## config.mk

```make
export PLATFORM = sky130hd
export DESIGN_NAME = fetch_pc_gen
export DESIGN_NICKNAME = d
export VERILOG_FILES = /design/src/rtl/fetch_pc_gen.sv
export SDC_FILE = /design/constraint.sdc
export NUM_CORES = 1
export LEC_CHECK = 0
export ABC_AREA = 1
export BUFFER_PORTS_ARGS = -buffer_cell sky130_fd_sc_hd__buf_2
export CAP_MARGIN = 20
export CORE_ASPECT_RATIO = 0.8
export CORE_MARGIN = 2
export CORE_UTILIZATION = 40
export CTS_CLUSTER_SIZE = 40
export DETAILED_ROUTE_END_ITERATION = 12
export GPL_TIMING_DRIVEN = 0
export HOLD_SLACK_MARGIN = 0.08
export PLACE_DENSITY = 0.76
export SLEW_MARGIN = 40
export SYNTH_ARGS = -nofsm -noshare
export SYNTH_HDL_FRONTEND = slang
export SYNTH_SLANG_ARGS = --single-unit
```

## constraint.sdc

```tcl
create_clock -name clk -period 9.1 [get_ports clk]
set_input_delay 0.455 -clock clk [delete_from_list [all_inputs] [get_ports clk]]
set_output_delay 0.455 -clock clk [all_outputs]
set_load 0.03 [all_outputs]
```

## src/rtl/fetch_pc_gen.sv

```systemverilog
// fetch_pc_gen
// Instruction-fetch front end. Owns the fetch PC, issues one request at a
// time on the SRAM-like instruction bus, buffers the returned instruction
// for the IF/ID register and applies exception/branch redirects.
//
// Ports:
//   clk, reset          clock (rising edge) and async active-high reset
//   exc_valid, exc_pc   exception/eret redirect (higher priority)
//   br_valid, br_pc     branch/jump redirect
//   inst_req, inst_addr fetch request and its address
//   inst_addr_ok        request accepted this cycle
//   inst_data_ok        instruction data returned this cycle
//   inst_rdata          returned instruction word
//   out_valid, out_ready handshake towards decode
//   out_pc, out_inst    presented PC / instruction (0 on misaligned fetch)
//   out_adel            misaligned fetch address flag
module fetch_pc_gen #(
  parameter logic [31:0] RESET_PC = 32'hBFC0_0000,
  parameter int unsigned PC_STEP  = 4
) (
  input  logic        clk,
  input  logic        reset,
  input  logic        exc_valid,
  input  logic [31:0] exc_pc,
  input  logic        br_valid,
  input  logic [31:0] br_pc,
  output logic        inst_req,
  output logic [31:0] inst_addr,
  input  logic        inst_addr_ok,
  input  logic        inst_data_ok,
  input  logic [31:0] inst_rdata,
  output logic        out_valid,
  input  logic        out_ready,
  output logic [31:0] out_pc,
  output logic [31:0] out_inst,
  output logic        out_adel
);

  typedef enum logic [1:0] {
    S_BOOT,
    S_REQ,
    S_DATA,
    S_HOLD
  } state_t;

  state_t      state_q, state_d;
  logic [31:0] pc_q, pc_d;
  logic [31:0] req_pc_q, req_pc_d;
  logic        discard_q, discard_d;
  logic        out_valid_q, out_valid_d;
  logic [31:0] out_pc_q, out_pc_d;
  logic [31:0] out_inst_q, out_inst_d;
  logic        out_adel_q, out_adel_d;

  logic        redirect;
  logic [31:0] redir_pc;
  logic        pc_misaligned;

  // Exception wins over branch when both pulse together.
  assign redirect      = exc_valid | br_valid;
  assign redir_pc      = exc_valid ? exc_pc : br_pc;
  assign pc_misaligned = (pc_q[1:0] != 2'b00);

  // Request is decoded from registered state and pc only, so redirect
  // inputs never reach the bus combinationally.
  assign inst_req  = (state_q == S_REQ) && !pc_misaligned;
  assign inst_addr = pc_q;

  assign out_valid = out_valid_q;
  assign out_pc    = out_pc_q;
  assign out_inst  = out_inst_q;
  assign out_adel  = out_adel_q;

  always_comb begin
    state_d    = state_q;
    pc_d       = pc_q;
    req_pc_d   = req_pc_q;
    discard_d  = discard_q;
    out_pc_d   = out_pc_q;
    out_inst_d = out_inst_q;
    out_adel_d = out_adel_q;

    case (state_q)
      S_BOOT: begin
        state_d = S_REQ;
        if (redirect) pc_d = redir_pc;
      end

      S_REQ: begin
        if (pc_misaligned) begin
          // A redirect still wins; otherwise report the bad address
          // without ever touching the bus.
          if (redirect) begin
            pc_d = redir_pc;
          end else begin
            state_d    = S_HOLD;
            out_adel_d = 1'b1;
            out_pc_d   = pc_q;
            out_inst_d = '0;
          end
        end else if (inst_addr_ok) begin
          req_pc_d = pc_q;
          state_d  = S_DATA;
          // The accepted request cannot be recalled, so its data is
          // dropped when it arrives.
          if (redirect) begin
            discard_d = 1'b1;
            pc_d      = redir_pc;
          end else begin
            pc_d = pc_q + 32'(PC_STEP);
          end
        end else if (redirect) begin
          pc_d = redir_pc;
        end
      end

      S_DATA: begin
        if (inst_data_ok) begin
          discard_d = 1'b0;
          if (discard_q || redirect) begin
            state_d = S_REQ;
            if (redirect) pc_d = redir_pc;
          end else begin
            state_d    = S_HOLD;
            out_pc_d   = req_pc_q;
            out_inst_d = inst_rdata;
            out_adel_d = 1'b0;
          end
        end else if (redirect) begin
          discard_d = 1'b1;
          pc_d      = redir_pc;
        end
      end

      S_HOLD: begin
        // A misaligned-fetch entry only leaves through a redirect.
        if (redirect) begin
          state_d    = S_REQ;
          pc_d       = redir_pc;
          out_adel_d = 1'b0;
        end else if (out_ready && !out_adel_q) begin
          state_d = S_REQ;
        end
      end

      default: state_d = S_BOOT;
    endcase

    out_valid_d = (state_d == S_HOLD);
  end

  always_ff @(posedge clk or posedge reset) begin
    if (reset) begin
      state_q     <= S_BOOT;
      pc_q        <= RESET_PC;
      req_pc_q    <= '0;
      discard_q   <= 1'b0;
      out_valid_q <= 1'b0;
      out_pc_q    <= '0;
      out_inst_q  <= '0;
      out_adel_q  <= 1'b0;
    end else begin
      state_q     <= state_d;
      pc_q        <= pc_d;
      req_pc_q    <= req_pc_d;
      discard_q   <= discard_d;
      out_valid_q <= out_valid_d;
      out_pc_q    <= out_pc_d;
      out_inst_q  <= out_inst_d;
      out_adel_q  <= out_adel_d;
    end
  end

endmodule

```

==> flow_summary.ini, run 1 <==
[outcome]
status = finished, final reports clean

[timing]
setup_tns_ns = 0
setup_viol_count_final = 0
max_freq_mhz = 435
relSlewSlack_pct = 45.2
worst_pin_slew_ns = 0.822
fin_crit_sh_pct = 25.3
layout_min_cycle_time_ns = 2.30
rsz0062_at_grt = false
finClkSkew_ns = 0.00579
slew_violations = 0
final-hold-violation-count = 0

[global_routing]
grt_max_degree = 69
grt_first_pass_wirelength_um = 35100
grt_pass1_vias = 6619
antenna_found_initial = 1
track_usage_pct = 24.8
gr-total-overflow = 0

[logic_synthesis]
synthDistinctLibCells = 31
synth.avg_cell_area_um2 = 7.69
synth_cells = 905
ys_seq_area_share_pct = 48.0
synth_top_area_share_pct = 44.6
synth_edf_count = 0
syn_nets = 1015
netlist_area_um2 = 6960
netlist.top_cell.by_area = dfrtp_1
synth_flop_cell = dfrtp_1
postSynth.asyncResetShare_pct = 100
ys_top_cells_by_count = 206 x nand2_1, 124 x dfrtp_1, 120 x inv_1
synth_area_leaders = dfrtp_1 45%, nand2_1 11%, o21ai_0 7.5%
ys_seq_elements = 133
synth.most_common_cell = nand2_1
yosysWarnings = 0

[critical_path]
critPathTopFamily = buffers and inverters
slowest_delay_ns = 0.55
crit_chain = inv_1 > ha_1 > buf_2 > nand2_1 > nor2_2 > clkbuf_1 > nor2_1 > a21oi_1
cp_data_required_time_ns = 9.44
worst-endpoint-arrival_ns = 2.64
worstPathMaxFanout = 10
crit_path_top_delay_cell = clkbuf_1
critPathBufInv = 3
end_kind = flip-flop
cp-start-kind = flip-flop
crit_type = reg -> reg

[route]
drc = 0
vias = 7099
wl_per_cell_um = 16.3
vias_per_cell = 5.20
ant_nets = 0
drt_iter0_markers = 664
first_pass_iters = 7
wl_um = 22300

[min_path]
min_path_type = in -> async

[floorplanning]
die_h_um = 122
boundaryPins = 202
start_util_pct = 40.6
die_area_um2 = 18500
dieWidth_um = 151
core_um2 = 17200
rows = 43

[cts]
root_buffer = clkbuf_16
cts_made_buffers = 17
clockBufferDepth = 2
htree_levels = 4
cts-resized-gates = 0
cts_num_sinks = 133
clk_pin_slew_ns = 0.06
clock_latency_ns = 0.42
hold_buffers = 0
cts_tree = built
postCtsSetupRepairBufs = 0

[place]
dpl.hpwl_um = 16600
port_buffers = 201
gp_congestion = 0.926

[pwr]
power.switching_mw = 1.18
clkPwrFrac_pct = 26.4
pwr-share-seq_pct = 32.0
p_leak_nw = 4.48
vdd_drop_max_mv = 0.143
power.internal_mw = 1.68
swShare_pct = 41.3
combPwrFrac_pct = 41.5
p_per_area_nw_per_um2 = 320

[final_layout]
final_util_pct = 52.1
fillers = 1676
layout-drive-gt1-share_pct = 23.4
area_growth_pct = 28.3
final_nets = 1236

[run]
maxCapViolCount = 0
registers in the layout, summed over array words and instances (netlist names):
name,flops
inst_addr,32
out_inst,32
out_adel,1
out_valid,1
discard_q,1
out_pc,32
state_q,2
req_pc_q,32
cells by family after synthesis:
logic type	Yosys count	synth area share, %
adders and majority gates	7	1.26
AOI/OAI and AO/OA	228	19.1
and+or+nand+nor	368	21.9
buffers and inverters	169	9.78
DFF	133	48.0
cells in the final DEF (no fill, tap or decap), drive strengths merged, types with 13 or more instances in the layout:
master    n
nand2   206
inv     122
dfrtp   124
clkbuf   42
a21oi    26
nand3    73
o21ai   122
o21a     32
buf     226
nor2     70
nand4    13
metal layers:
| metal | vias to the layer above | global-route usage, % | share of wire (%) |
|---|---|---|---|
| li1 | 3421 | - | - |
| met1 | 3286 | 36.0 | 45 |
| met2 | 355 | 37.2 | 44 |
| met3 | 37 | 5.36 | 9.2 |
| met4 | 0 | 7.93 | 1.9 |
| met5 | - | 0 | 0 |
power by group through the flow:
stage	combinational [mW]	sequential, mW	clock (mW)
after detailed placement	1.19	0.923	0
after global routing	1.32	0.941	0.792
after floorplan	0.580	1.16	0
after global placement	1.17	0.917	0
final	1.19	0.915	0.755
after CTS	1.20	0.914	0.766
final timing paths:
check	cells past startpoint	from	endpoint	slack [ns]
setup / recovery	8	state_q[0]	inst_addr[2]	6.80
hold / removal	2	reset	out_inst[27]	0.08
setup reg to reg	8	state_q[0]	inst_addr[2]	6.80
hold reg to reg	2	req_pc_q[0]	req_pc_q[0]	0.46
max in group asynchronous	3	reset	inst_addr[27]	8.29
min in group clk	3	inst_rdata[12]	out_inst[12]	0.28
area by class of cell:
type	count	area, um^2	area share [%]
clock buffer	20	447	5.00
clock inverter	12	201	2.25
tap	225	282	3.15
antenna	1	2.50	0.0280
inverter	123	469	5.25
sequential	133	3340	37.4
multi-input combinational	603	2940	32.9
buffer	46	219	2.45
timing repair buffer	202	1030	11.6
through the flow:
step | total power [mW] | instances | setup WS, ns | hold slack, ns | cell area (um^2)
6_report | 2.86 | 1365 | 6.80 | 0.0759 | 8930
5_1_grt | 3.06 | 1365 | 6.54 | 0.111 | 8930
2_1_floorplan | 1.74 | 905 | 5.11 | 0.431 | 6960
3_3_place_gp | 2.08 | 1331 | 3.54 | 0.445 | 8250
3_5_place_dp | 2.11 | 1332 | 6.85 | 0.447 | 8280
4_1_cts | 2.88 | 1364 | 6.83 | 0.0936 | 8930
(Power assumes the default switching activity.)
==> run 2, diff against run 1 <==
clock period = 2.4 ns   (was 9.1 ns; I/O delays follow)
==> flow_summary.ini, run 2 (same netlist as run 1, synthesis figures left out) <==
[global_routing]
grt_max_degree = 26
grt_pass1_vias = 6996
gr-total-overflow = 0
antenna_found_initial = 0
grt_first_pass_wirelength_um = 36300
track_usage_pct = 25.6

[critical_path]
reg2reg_slack_ns = 0.15
critPathBufInv = 3
worstPathMaxFanout = 10
rr_worst_depth = 8
worst-endpoint-arrival_ns = 2.52
cp-start-kind = flip-flop
crit_type = reg -> reg
r2r-end = inst_addr[21]
timing.rr.start = state_q[0]
crit_chain = inv_1 > ha_1 > clkbuf_4 > nand2_1 > nor2_4 > a221oi_1 > dlygate4sd3_1 > a22oi_1
critPathTopFamily = buffers and inverters
slowest_delay_ns = 0.61
cp_data_required_time_ns = 2.68
end_kind = flip-flop
crit_path_top_delay_cell = dlygate4sd3_1

[route]
wl_per_cell_um = 16.5
ant_nets = 0
vias = 7487
first_pass_iters = 5
wl_um = 23700
vias_per_cell = 5.23
drt_iter0_markers = 787
drc = 0

[floorplanning]
rows = 43
boundaryPins = 202
die_area_um2 = 18500
core_um2 = 17200
dieWidth_um = 151
die_h_um = 122
start_util_pct = 40.6

[timing]
final-hold-violation-count = 0
setup_tns_ns = 0
hold_ws_ns = 0.101
worst_pin_slew_ns = 0.772
finClkSkew_ns = 0.00542
relSlewSlack_pct = 48.5
max_freq_mhz = 445
setup_viol_count_final = 0
slew_violations = 0
layout_min_cycle_time_ns = 2.25
fin_crit_sh_pct = 93.6

[final_layout]
fin_cells = 1431
multiInputGateArea_um2 = 2950
mostFrequentLayoutCells = 213 x buf_2, 206 x nand2_1, 124 x dfrtp_1
final_util_pct = 56.3
area_growth_pct = 38.8
final_nets = 1303
layout_commonest_cell = buf_2
layout-drive-gt1-share_pct = 22.8
seqCellArea_um2 = 3340
diodes = 0
fillers = 1526

[pwr]
swShare_pct = 42.0
power.internal_mw = 6.31
vdd_drop_max_mv = 0.518
combPwrFrac_pct = 42.9
clkPwrFrac_pct = 25.1
finalPower_mw = 10.9
power.switching_mw = 4.57
pwr-share-seq_pct = 31.9
p_leak_nw = 4.79
p_per_area_nw_per_um2 = 1130

[place]
dpl.hpwl_um = 17100
gp_congestion = 0.970
port_buffers = 201
place_inst = 1337

[outcome]
status = finished, final reports clean

[run]
maxCapViolCount = 0

[cts]
clock_latency_ns = 0.42
clockBufferDepth = 2
htree_levels = 4
root_buffer = clkbuf_16
cts_made_buffers = 17
cts_tree = built
clk_pin_slew_ns = 0.06
cts_num_sinks = 133

[min_path]
holdPathEnd = inst_addr[23]
holdPathStages = 5
min_path_type = in -> reg
min_from = exc_pc[23]
run 2: repair_timing:
item | CTS | global route
setup buffers | 0 | 0
hold buffers | 62 | 0
hold endpoints to repair | 104 | 0
gates resized for setup | 0 | 8
setup endpoints to repair | 0 | 30
run 2: worst register-to-register path, stage by stage, from the launching register on:
cell and delay [ns]:
dfrtp_1 0.42, inv_1 0.12, ha_1 0.20, clkbuf_4 0.20, nand2_1 0.15, nor2_4 0.08, a221oi_1 0.25, dlygate4sd3_1 0.61
a22oi_1 0.06
run 2: cell type report:
| type | instances | area share (%) |
|---|---|---|
| multi-input combinational | 603 | 30.5 |
| timing repair buffer | 269 | 18.5 |
| inverter | 123 | 4.82 |
| buffer | 46 | 2.33 |
| sequential | 133 | 34.6 |
| clock buffer | 22 | 4.91 |
| tap | 225 | 2.91 |
| clock inverter | 10 | 1.50 |
run 2: metrics by stage:
stage,area [um^2],setup slack (ns)
finish,9660,0.153
global route,9660,-0.00509
CTS,9650,0.0748
detailed placement,8410,0.0989
global placement,8250,-0.237
floorplan,6970,0.486
run 2: power groups by stage:
| stage | clock network [mW] | logic, mW | registers, mW |
|---|---|---|---|
| 2_1_floorplan | 0 | 2.20 | 4.41 |
| 3_3_place_gp | 0 | 4.45 | 3.47 |
| 3_5_place_dp | 0 | 4.57 | 3.50 |
| 4_1_cts | 2.77 | 4.67 | 3.46 |
| 5_1_grt | 2.87 | 5.13 | 3.57 |
| 6_report | 2.73 | 4.67 | 3.47 |
run 2: worst max-delay path by stage:
stage | startpoint | end | slack [ns] | cells past startpoint
floorplan | inst_addr[3] | inst_addr[14] | 0.49 | 12
global placement | reset | inst_addr[19] | -0.24 | 2
detailed placement | state_q[0] | out_pc[24] | 0.1 | 10
CTS | state_q[0] | inst_addr[21] | 0.07 | 8
global route | state_q[0] | inst_addr[21] | -0.005 | 8
finish | state_q[0] | inst_addr[21] | 0.15 | 8
run 2: per-layer routing:
metal / share of wire, % / global-route usage, % / vias to the layer above
met2: 45 / 39.4 / 392
met4: 2.2 / 8.33 / 0
li1: - / - / 3567
met3: 9.9 / 6.29 / 36
met1: 42 / 35.6 / 3492
met5: 0 / 0 / -
